`config.mk`:
```
export PLATFORM = sky130hd
export DESIGN_NAME = gsim_seq
export DESIGN_NICKNAME = d
export VERILOG_FILES = /design/src/rtl/gsim_pkg.sv /design/src/rtl/gsim_seq.sv
export SDC_FILE = /design/constraint.sdc
export NUM_CORES = 1
export LEC_CHECK = 0
export ABC_AREA = 1
export BUFFER_PORTS_ARGS = -buffer_cell sky130_fd_sc_hd__buf_2
export CORE_UTILIZATION = 35
export DETAILED_ROUTE_END_ITERATION = 12
export PLACE_DENSITY = 0.54
export SLEW_MARGIN = 20
export SYNTH_ARGS = -nofsm -noshare
export SYNTH_HDL_FRONTEND = slang
export SYNTH_SLANG_ARGS = --single-unit
```
`constraint.sdc`:
```
create_clock -name clk -period 1.95 [get_ports clk]
set_input_delay 0.0975 -clock clk [delete_from_list [all_inputs] [get_ports clk]]
set_output_delay 0.0975 -clock clk [all_outputs]
set_load 0.005 [all_outputs]
```
`src/rtl/gsim_pkg.sv`:
```
// ----------------------------------------------------------------------------
// gsim_pkg
// Shared definitions for the GSIM unknown-register sequencer.
//   N                 : unknowns per vector (register depth)
//   SH1/SH4/SH5/HOLD  : shift-control encodings driven on sh_ctrl
//   state_t           : sequencer FSM state encoding
// ----------------------------------------------------------------------------
package gsim_pkg;

   localparam int N = 16;

   localparam logic [1:0] SH1  = 2'b00;
   localparam logic [1:0] SH4  = 2'b01;
   localparam logic [1:0] SH5  = 2'b10;
   localparam logic [1:0] HOLD = 2'b11;

   typedef enum logic [2:0] {
      S_IDLE = 3'd0,
      S_LOAD = 3'd1,
      S_CALC = 3'd2,
      S_WAIT = 3'd3,
      S_OUT  = 3'd4
   } state_t;

endpackage

```
`src/rtl/gsim_seq.sv`:
```
// ----------------------------------------------------------------------------
// gsim_seq
// Sequencer for the 16-entry circular unknown register of the GSIM solver.
// Loads the initial vector, runs ITER Gauss-Seidel sweeps, then streams the
// solution out. Carries no data; only steers the register and handshakes.
//
// Ports:
//   clk, rst            clock, asynchronous active-high reset
//   start               begin a solve (sampled in IDLE only)
//   in_valid/in_ready   initial-vector stream handshake
//   in_sel              register IN source: 0 external, 1 arithmetic result
//   calc_start          one-cycle pulse, taps hold current row's neighbours
//   calc_valid          arithmetic result ready
//   sh_ctrl, sh_load    register shift command / write entry 15
//   out_valid/out_ready solution stream handshake (data = entry 15)
//   out_idx             index of the unknown currently on entry 15
//   iter_cnt            completed sweeps
//   busy, done          not idle / pulse after the last output beat
//   state_dbg           current FSM state
//
// Handshakes: a beat transfers in a cycle where valid and ready are both
// high; the register command for that beat is issued in the same cycle.
// ----------------------------------------------------------------------------
module gsim_seq
   import gsim_pkg::*;
#(
   parameter int ITER = 16
) (
   input  logic       clk,
   input  logic       rst,
   input  logic       start,
   input  logic       in_valid,
   output logic       in_ready,
   output logic       in_sel,
   output logic       calc_start,
   input  logic       calc_valid,
   output logic [1:0] sh_ctrl,
   output logic       sh_load,
   output logic       out_valid,
   input  logic       out_ready,
   output logic [3:0] out_idx,
   output logic [7:0] iter_cnt,
   output logic       busy,
   output logic       done,
   output state_t     state_dbg
);

   localparam logic [3:0] LAST   = 4'(N - 1);
   localparam logic [7:0] ITER_L = 8'(ITER);

   state_t     state;
   logic [3:0] row;
   logic [3:0] out_k;
   logic [7:0] iter_next;

   // Saturating sweep count as it will be after the current row completes.
   assign iter_next = (iter_cnt == ITER_L) ? iter_cnt : iter_cnt + 8'd1;

   always_ff @(posedge clk or posedge rst) begin
      if (rst) begin
         state    <= S_IDLE;
         row      <= 4'd0;
         out_k    <= 4'd0;
         iter_cnt <= 8'd0;
         done     <= 1'b0;
      end else begin
         done <= 1'b0;
         case (state)
            S_IDLE: begin
               row      <= 4'd0;
               out_k    <= 4'd0;
               iter_cnt <= 8'd0;
               if (start) state <= S_LOAD;
            end
            S_LOAD: begin
               if (in_valid) begin
                  row <= row + 4'd1;
                  if (row == LAST) state <= S_CALC;
               end
            end
            S_CALC: begin
               state <= S_WAIT;
            end
            S_WAIT: begin
               if (calc_valid) begin
                  row <= row + 4'd1;
                  if (row == LAST) begin
                     iter_cnt <= iter_next;
                     state    <= (iter_next == ITER_L) ? S_OUT : S_CALC;
                  end else begin
                     state <= S_CALC;
                  end
               end
            end
            S_OUT: begin
               if (out_ready) begin
                  out_k <= out_k + 4'd1;
                  if (out_k == LAST) begin
                     state <= S_IDLE;
                     done  <= 1'b1;
                  end
               end
            end
            default: state <= S_IDLE;
         endcase
      end
   end

   // Status decodes from registered state only.
   assign in_ready   = (state == S_LOAD);
   assign calc_start = (state == S_CALC);
   assign out_valid  = (state == S_OUT);
   assign busy       = (state != S_IDLE);
   assign in_sel     = (state == S_WAIT);
   assign state_dbg  = state;

   // Entry 15 holds x15 when OUT begins, so beat k carries x[(15+k) mod 16].
   // Forced to 0 outside OUT so idle/reset outputs are all zero.
   assign out_idx = out_valid ? (out_k + LAST) : 4'd0;

   // Register commands apply in the accepting cycle.
   always_comb begin
      sh_ctrl = HOLD;
      sh_load = 1'b0;
      case (state)
         S_LOAD: if (in_valid) begin
            sh_ctrl = SH1;
            sh_load = 1'b1;
         end
         S_WAIT: if (calc_valid) begin
            sh_ctrl = SH1;
            sh_load = 1'b1;
         end
         S_OUT: if (out_ready) begin
            sh_ctrl = SH1;
         end
         default: ;
      endcase
   end

endmodule

```
==> impl_metrics.ini, run 1 <==
[critical_path]
crit_arrival_ns = 1.56
crit_required_ns = 1.85
crit_path_top_delay_cell = dfrtp_1
start_kind = flip-flop
path_common_cell = nand2_1
crit_family = flip-flops
cp.buffers_inverters = 2
end_kind = output port
max_stage_delay_ns = 0.47
critPathKind = reg -> out
worstPathMaxFanout = 5
path_cells = nor2_2, nand2_1, inv_1, nand2_1, o211ai_1, buf_2

[hold_path]
hold_class = in -> reg

[clock_network]
clock_path_buffers = 2
cts.clk_slew.worst_paths_ns = 0.08
cts_tree = built
cts_sinks = 20
htreeDepth = 1
cts-buffers-inserted = 3
cts_root_buffer = clkbuf_8
insertion_delay_ns = 0.26

[floorplanning]
io_pins = 30
dieWidth_um = 64.1
die_h_um = 64.1
initial_core_util = 0.366
die_area_um2 = 4110
rows = 22
design.core.area_um2 = 3690

[global_route]
grt.met1_usage = 0.165
grt_pass1_vias = 1170
gr-usage-met3 = 0.0429
grt_start_max_net_pins = 21
track_usage = 0.155
grt-ovfl-total = 0
grt_util_met2 = 0.293
grt_pass1_wl_mm = 4.92
grt.busiest_layer = met2
grt_antenna_before_repair = 0

[timing]
grt_setup_unrepaired = no
post-route-min-period_ns = 1.66
hold_viol = 0
tns_ns = 0
fmax_mhz = 602
worstMarginPinSlew_ns = 0.763
whs_ns = 0.129
setup_viol = 0
maxSlewViolCount = 0
fin_worst_skew_ns = 0.00630
timing.final.crit_share = 0.852
slew_headroom = 0.490

[detailed_routing]
totalWireLength_mm = 2.87
post_drt_wl_per_cell_um = 11.5
drt_iter0_drc = 35
viasPerCell = 4.64
vias = 1159
dr.pass1.iters = 4
ant_nets = 0
drcViolationCount = 0

[final_layout]
final_common_cell = nand2_1
diodes = 0
layout.nets = 214
fill_cells = 396
final_cell_mix = nand2_1, buf_2, inv_1, dfrtp_1, nor2_1
drive_gt1_frac = 0.322
fin_area_um2 = 1630
area_growth_syn_to_layout_pct = 20.4

[yosys]
yosys.area.top_type = dfrtp_1
synth_area_um2 = 1350
ys_seq_elements = 20
syn_avg_cell_area_um2 = 7.95
synthesis.nets = 181
syn_inst = 170
synth_top_area_frac = 0.370
synthTopCellsByArea = dfrtp_1, nand2_1, nor2_4
ys_types = 30
ys_seq_area_frac = 0.370
yosys_warnings = 0

[job]
cap_violations = 0

[placed_design]
gp_congestion = 0.785
place_hpwl_mm = 2.33
port-buffer-count = 29
dpl_cell_area_um2 = 1550

[power_and_ir_drop]
p_leak_nw = 0.806
ir_drop_mv = 0.755
power.density_nw_per_um2 = 996

[status]
status = complete, no violations
path summary, 6_finish.rpt:
check	start	to	slack, ns	cells after the start
hold reg to reg	row[3]$_DFFE_PP0P_	row[3]$_DFFE_PP0P_	0.48	1
max in group asynchronous	rst	row[1]$_DFFE_PP0P_	0.95	3
setup / recovery	state_dbg[1]$_DFFE_PP0P_	sh_ctrl[0]	0.29	6
min in group asynchronous	rst	iter_cnt[7]$_DFFE_PP0P_	0.51	3
hold / removal	calc_valid	state_dbg[1]$_DFFE_PP0P_	0.13	4
setup reg to reg	iter_cnt[0]$_DFFE_PP0P_	state_dbg[1]$_DFFE_PP0P_	0.31	11
through the flow:
step / util / std cells / setup slack (ns) / total power, W
final: 0.441 / 250 / 0.288 / 0.00162
after global routing: 0.441 / 250 / 0.0776 / 0.00174
after CTS: 0.441 / 250 / 0.265 / 0.00165
after detailed placement: 0.419 / 245 / 0.316 / 0.00123
after global placement: 0.419 / 245 / 0.375 / 0.00122
after floorplan: - / 170 / 0.442 / 0.00104
registers in the layout (all words and copies together) (netlist names):
| name | cells |
|---|---|
| row | 4 |
| state_dbg | 3 |
| out_k | 4 |
| done | 1 |
| iter_cnt | 8 |
layout make-up:
cell class	instances	area, um2	area share
clock buffers	3	41.3	0.0254
clock inverters	1	30.0	0.0185
inverters	26	105	0.0646
multi-input cells	122	734	0.452
flip-flops and latches	20	500	0.308
well taps	48	60.1	0.0369
repair buffers	30	155	0.0954
worst reg2reg max path: cells and delay by family, from the launching register on:
family                   cells  cell delay (ns)
AND/OR/NAND/NOR              9             0.79
flip-flops                   1             0.41
buffers and inverters        1             0.17
adder cells (fa/ha/maj)      1             0.17
per-layer routing:
layer,routed length (um),vias up
met5,0,-
met4,46,0
met3,140,6
met2,1490,19
met1,1190,538
li1,-,596
Yosys cell counts:
| master | n |
|---|---|
| a21oi_1 | 4 |
| buf_4 | 1 |
| clkbuf_1 | 1 |
| clkinv_4 | 1 |
| dfrtp_1 | 20 |
| ha_1 | 5 |
| inv_1 | 20 |
| inv_2 | 4 |
| inv_4 | 1 |
| nand2_1 | 34 |
| nand2_2 | 6 |
| nand2_4 | 3 |
| nand3_1 | 11 |
| nand3_2 | 1 |
| nand4_1 | 2 |
| nor2_1 | 19 |
| nor2_2 | 2 |
| nor2_4 | 9 |
| nor3_1 | 1 |
| o211ai_1 | 1 |
| o21a_1 | 1 |
| o21ai_0 | 6 |
| o21ai_1 | 5 |
| o21ai_2 | 2 |
| o22ai_1 | 2 |
| o22ai_2 | 1 |
| o31ai_2 | 1 |
| xnor2_1 | 2 |
| xor2_1 | 3 |
| xor2_2 | 1 |
kinds of logic after synthesis:
family	share of synthesized area
AND/OR/NAND/NOR	0.345
XOR/XNOR	0.0445
adder cells (fa/ha/maj)	0.0463
AO/OA/AOI/OAI	0.107
buffers and inverters	0.0861
flip-flops	0.370
power breakdown:
part | leakage (nW) | internal (W) | switching, W
clock | 0.0357 | 0.000274 | 0.000137
sequential | 0.272 | 0.000463 | 0.0000650
combinational | 0.498 | 0.000249 | 0.000431
repair_timing:
item                                   in CTS  in global routing
buffers inserted                            0                  0
endpoints found under the hold margin      12                  0
resized for setup                           0                  0
hold buffers                                1                  0
Power figures use the tool's default switching activity.
==> inputs of run 2 (changes only) <==
--- a/config.mk
+++ b/config.mk
@@ -9,6 +9,7 @@
 export BUFFER_PORTS_ARGS = -buffer_cell sky130_fd_sc_hd__buf_2
 export CORE_UTILIZATION = 35
 export DETAILED_ROUTE_END_ITERATION = 12
+export HOLD_SLACK_MARGIN = 0.05
 export PLACE_DENSITY = 0.54
 export SLEW_MARGIN = 20
 export SYNTH_ARGS = -nofsm -noshare
==> constraint.sdc (replaced) <==
create_clock -name clk -period 1.7 [get_ports clk]
set_input_delay 0.085 -clock clk [delete_from_list [all_inputs] [get_ports clk]]
set_output_delay 0.085 -clock clk [all_outputs]
set_load 0.005 [all_outputs]
==> run 2 against run 1 <==
Compared with the run above: clock power increased by 16%; flip-flop and latch count unchanged; worst hold slack got worse by 0.0052 ns; clock skew decreased by 0.0040 ns; utilization increased by 0.68 points; combinational power increased by 15%; critical path depth increased by 2; critical path type unchanged; critical endpoint is now sh_load; largest cell class unchanged.
==> impl_metrics.ini, run 2 (synthesis results as in run 1) <==
[status]
status = complete, no violations

[critical_path]
start_kind = flip-flop
crit_family = simple AND/OR/NAND/NOR gates
max_stage_delay_ns = 0.47
crit_required_ns = 1.62
crit_arrival_ns = 1.49
end_kind = output port
critPathKind = reg -> out
cp.buffers_inverters = 3
worstPathMaxFanout = 5
r2r_slack_ns = 0.15
crit_path_top_delay_cell = dfrtp_1
path_cells = nand2_1, inv_2, nand2_4, nor2_4, nor2_4, nand2_4, inv_1, buf_2

[power_and_ir_drop]
intPower_w = 0.00113
ir_drop_mv = 0.538
p_seq_frac = 0.322
p_leak_nw = 0.818
power.density_nw_per_um2 = 1130
p_clk_frac = 0.256
switchingPower_w = 0.000730
switching_share = 0.392
p_comb_frac = 0.421

[final_layout]
fill_cells = 393
final_common_cell = nand2_1
layout.nets = 217
final_cell_mix = nand2_1, buf_2, dfrtp_1
top_regs = iter_cnt x8, out_k x4, row x4
drive_gt1_frac = 0.341
diodes = 0
area_growth_syn_to_layout_pct = 22.2
fin_util = 0.448
largest_register_ffs = 8
top_register = iter_cnt

[global_route]
grt_pass1_wl_mm = 5.11
grt_pass1_vias = 1164
track_usage = 0.161
grt_antenna_before_repair = 0
grt-ovfl-total = 0
grt_start_max_net_pins = 21

[floorplanning]
initial_core_util = 0.366
design.core.area_um2 = 3690
rows = 22
die_area_um2 = 4110
dieWidth_um = 64.1
io_pins = 30
die_h_um = 64.1

[clock_network]
clock_path_buffers = 2
cts-buffers-inserted = 3
cts_tree = built
cts.clk_slew.worst_paths_ns = 0.08
cts_root_buffer = clkbuf_8
insertion_delay_ns = 0.26
cts_sinks = 20
htreeDepth = 1

[timing]
fmax_mhz = 636
worstMarginPinSlew_ns = 0.269
hold_viol = 0
slew_headroom = 0.821
grt_setup_unrepaired = no
fin_worst_skew_ns = 0.00234
timing.final.crit_share = 0.926
tns_ns = 0
post-route-min-period_ns = 1.57
maxSlewViolCount = 0
setup_viol = 0

[detailed_routing]
drcViolationCount = 0
ant_nets = 0
totalWireLength_mm = 3.05
drt_iter0_drc = 26
vias = 1209
post_drt_wl_per_cell_um = 12.1
viasPerCell = 4.78
dr.pass1.iters = 4

[placed_design]
gp_congestion = 0.781
port-buffer-count = 29
place_hpwl_mm = 2.46

[hold_path]
hold_class = in -> reg

[job]
cap_violations = 0
[run 2: per-layer routing]
layer  part of all wire  global-route usage
met1               0.42               0.187
met2               0.52               0.289
met3              0.048              0.0304
met4              0.012              0.0667
met5                  0                   0
[run 2: what timing repair did]
item,4_1_cts,5_1_grt
hold endpoints to repair,20,0
endpoints found under the setup margin,0,3
setup buffers,0,1
hold buffers,1,0
resized for setup,0,2
[run 2: worst paths after layout]
kind / start / to / cells past startpoint
worst max-delay path: state_dbg[1]$_DFFE_PP0P_ / sh_load / 8
worst min register to register: row[3]$_DFFE_PP0P_ / row[3]$_DFFE_PP0P_ / 1
worst min-delay path: calc_valid / state_dbg[1]$_DFFE_PP0P_ / 4
max in group asynchronous: rst / row[1]$_DFFE_PP0P_ / 4
min in group asynchronous: rst / iter_cnt[4]$_DFFE_PP0P_ / 4
worst max register to register: iter_cnt[1]$_DFFE_PP0P_ / state_dbg[1]$_DFFE_PP0P_ / 11
[run 2: power groups by stage]
| stage | logic, W | registers, W | clock network, W |
|---|---|---|---|
| 2_1_floorplan | 0.000590 | 0.000599 | 0 |
| 3_3_place_gp | 0.000791 | 0.000607 | 0 |
| 3_5_place_dp | 0.000795 | 0.000610 | 0 |
| 4_1_cts | 0.000801 | 0.000602 | 0.000487 |
| 5_1_grt | 0.000889 | 0.000611 | 0.000512 |
| 6_report | 0.000784 | 0.000600 | 0.000478 |
[run 2: metrics by stage]
| step | cell area, um2 | total power [W] | cells | hold WS [ns] | worst slack [ns] |
|---|---|---|---|---|---|
| 3_5_place_dp | 1560 | 0.00141 | 247 | 0.129 | 0.137 |
| 4_1_cts | 1640 | 0.00189 | 252 | 0.127 | 0.0695 |
| 5_1_grt | 1650 | 0.00201 | 253 | 0.124 | 0.00298 |
| 3_3_place_gp | 1560 | 0.00140 | 247 | 0.124 | 0.182 |
| 6_report | 1650 | 0.00186 | 253 | 0.124 | 0.127 |
| 2_1_floorplan | 1350 | 0.00119 | 170 | 0.0488 | 0.192 |
[run 2: cell type report]
class / count / area, um2 / share of cell area
repair buffers: 33 / 178 / 0.108
clock buffers: 3 / 41.3 / 0.0250
multi-input cells: 122 / 737 / 0.446
flip-flops and latches: 20 / 500 / 0.303
well taps: 48 / 60.1 / 0.0364
inverters: 26 / 105 / 0.0636
clock inverters: 1 / 30.0 / 0.0182
[run 2: tightest hold or removal path: cells and delay by family]
family	cells	cell delay, ns
buffers and inverters	2	0.17
AND/OR/NAND/NOR	2	0.10
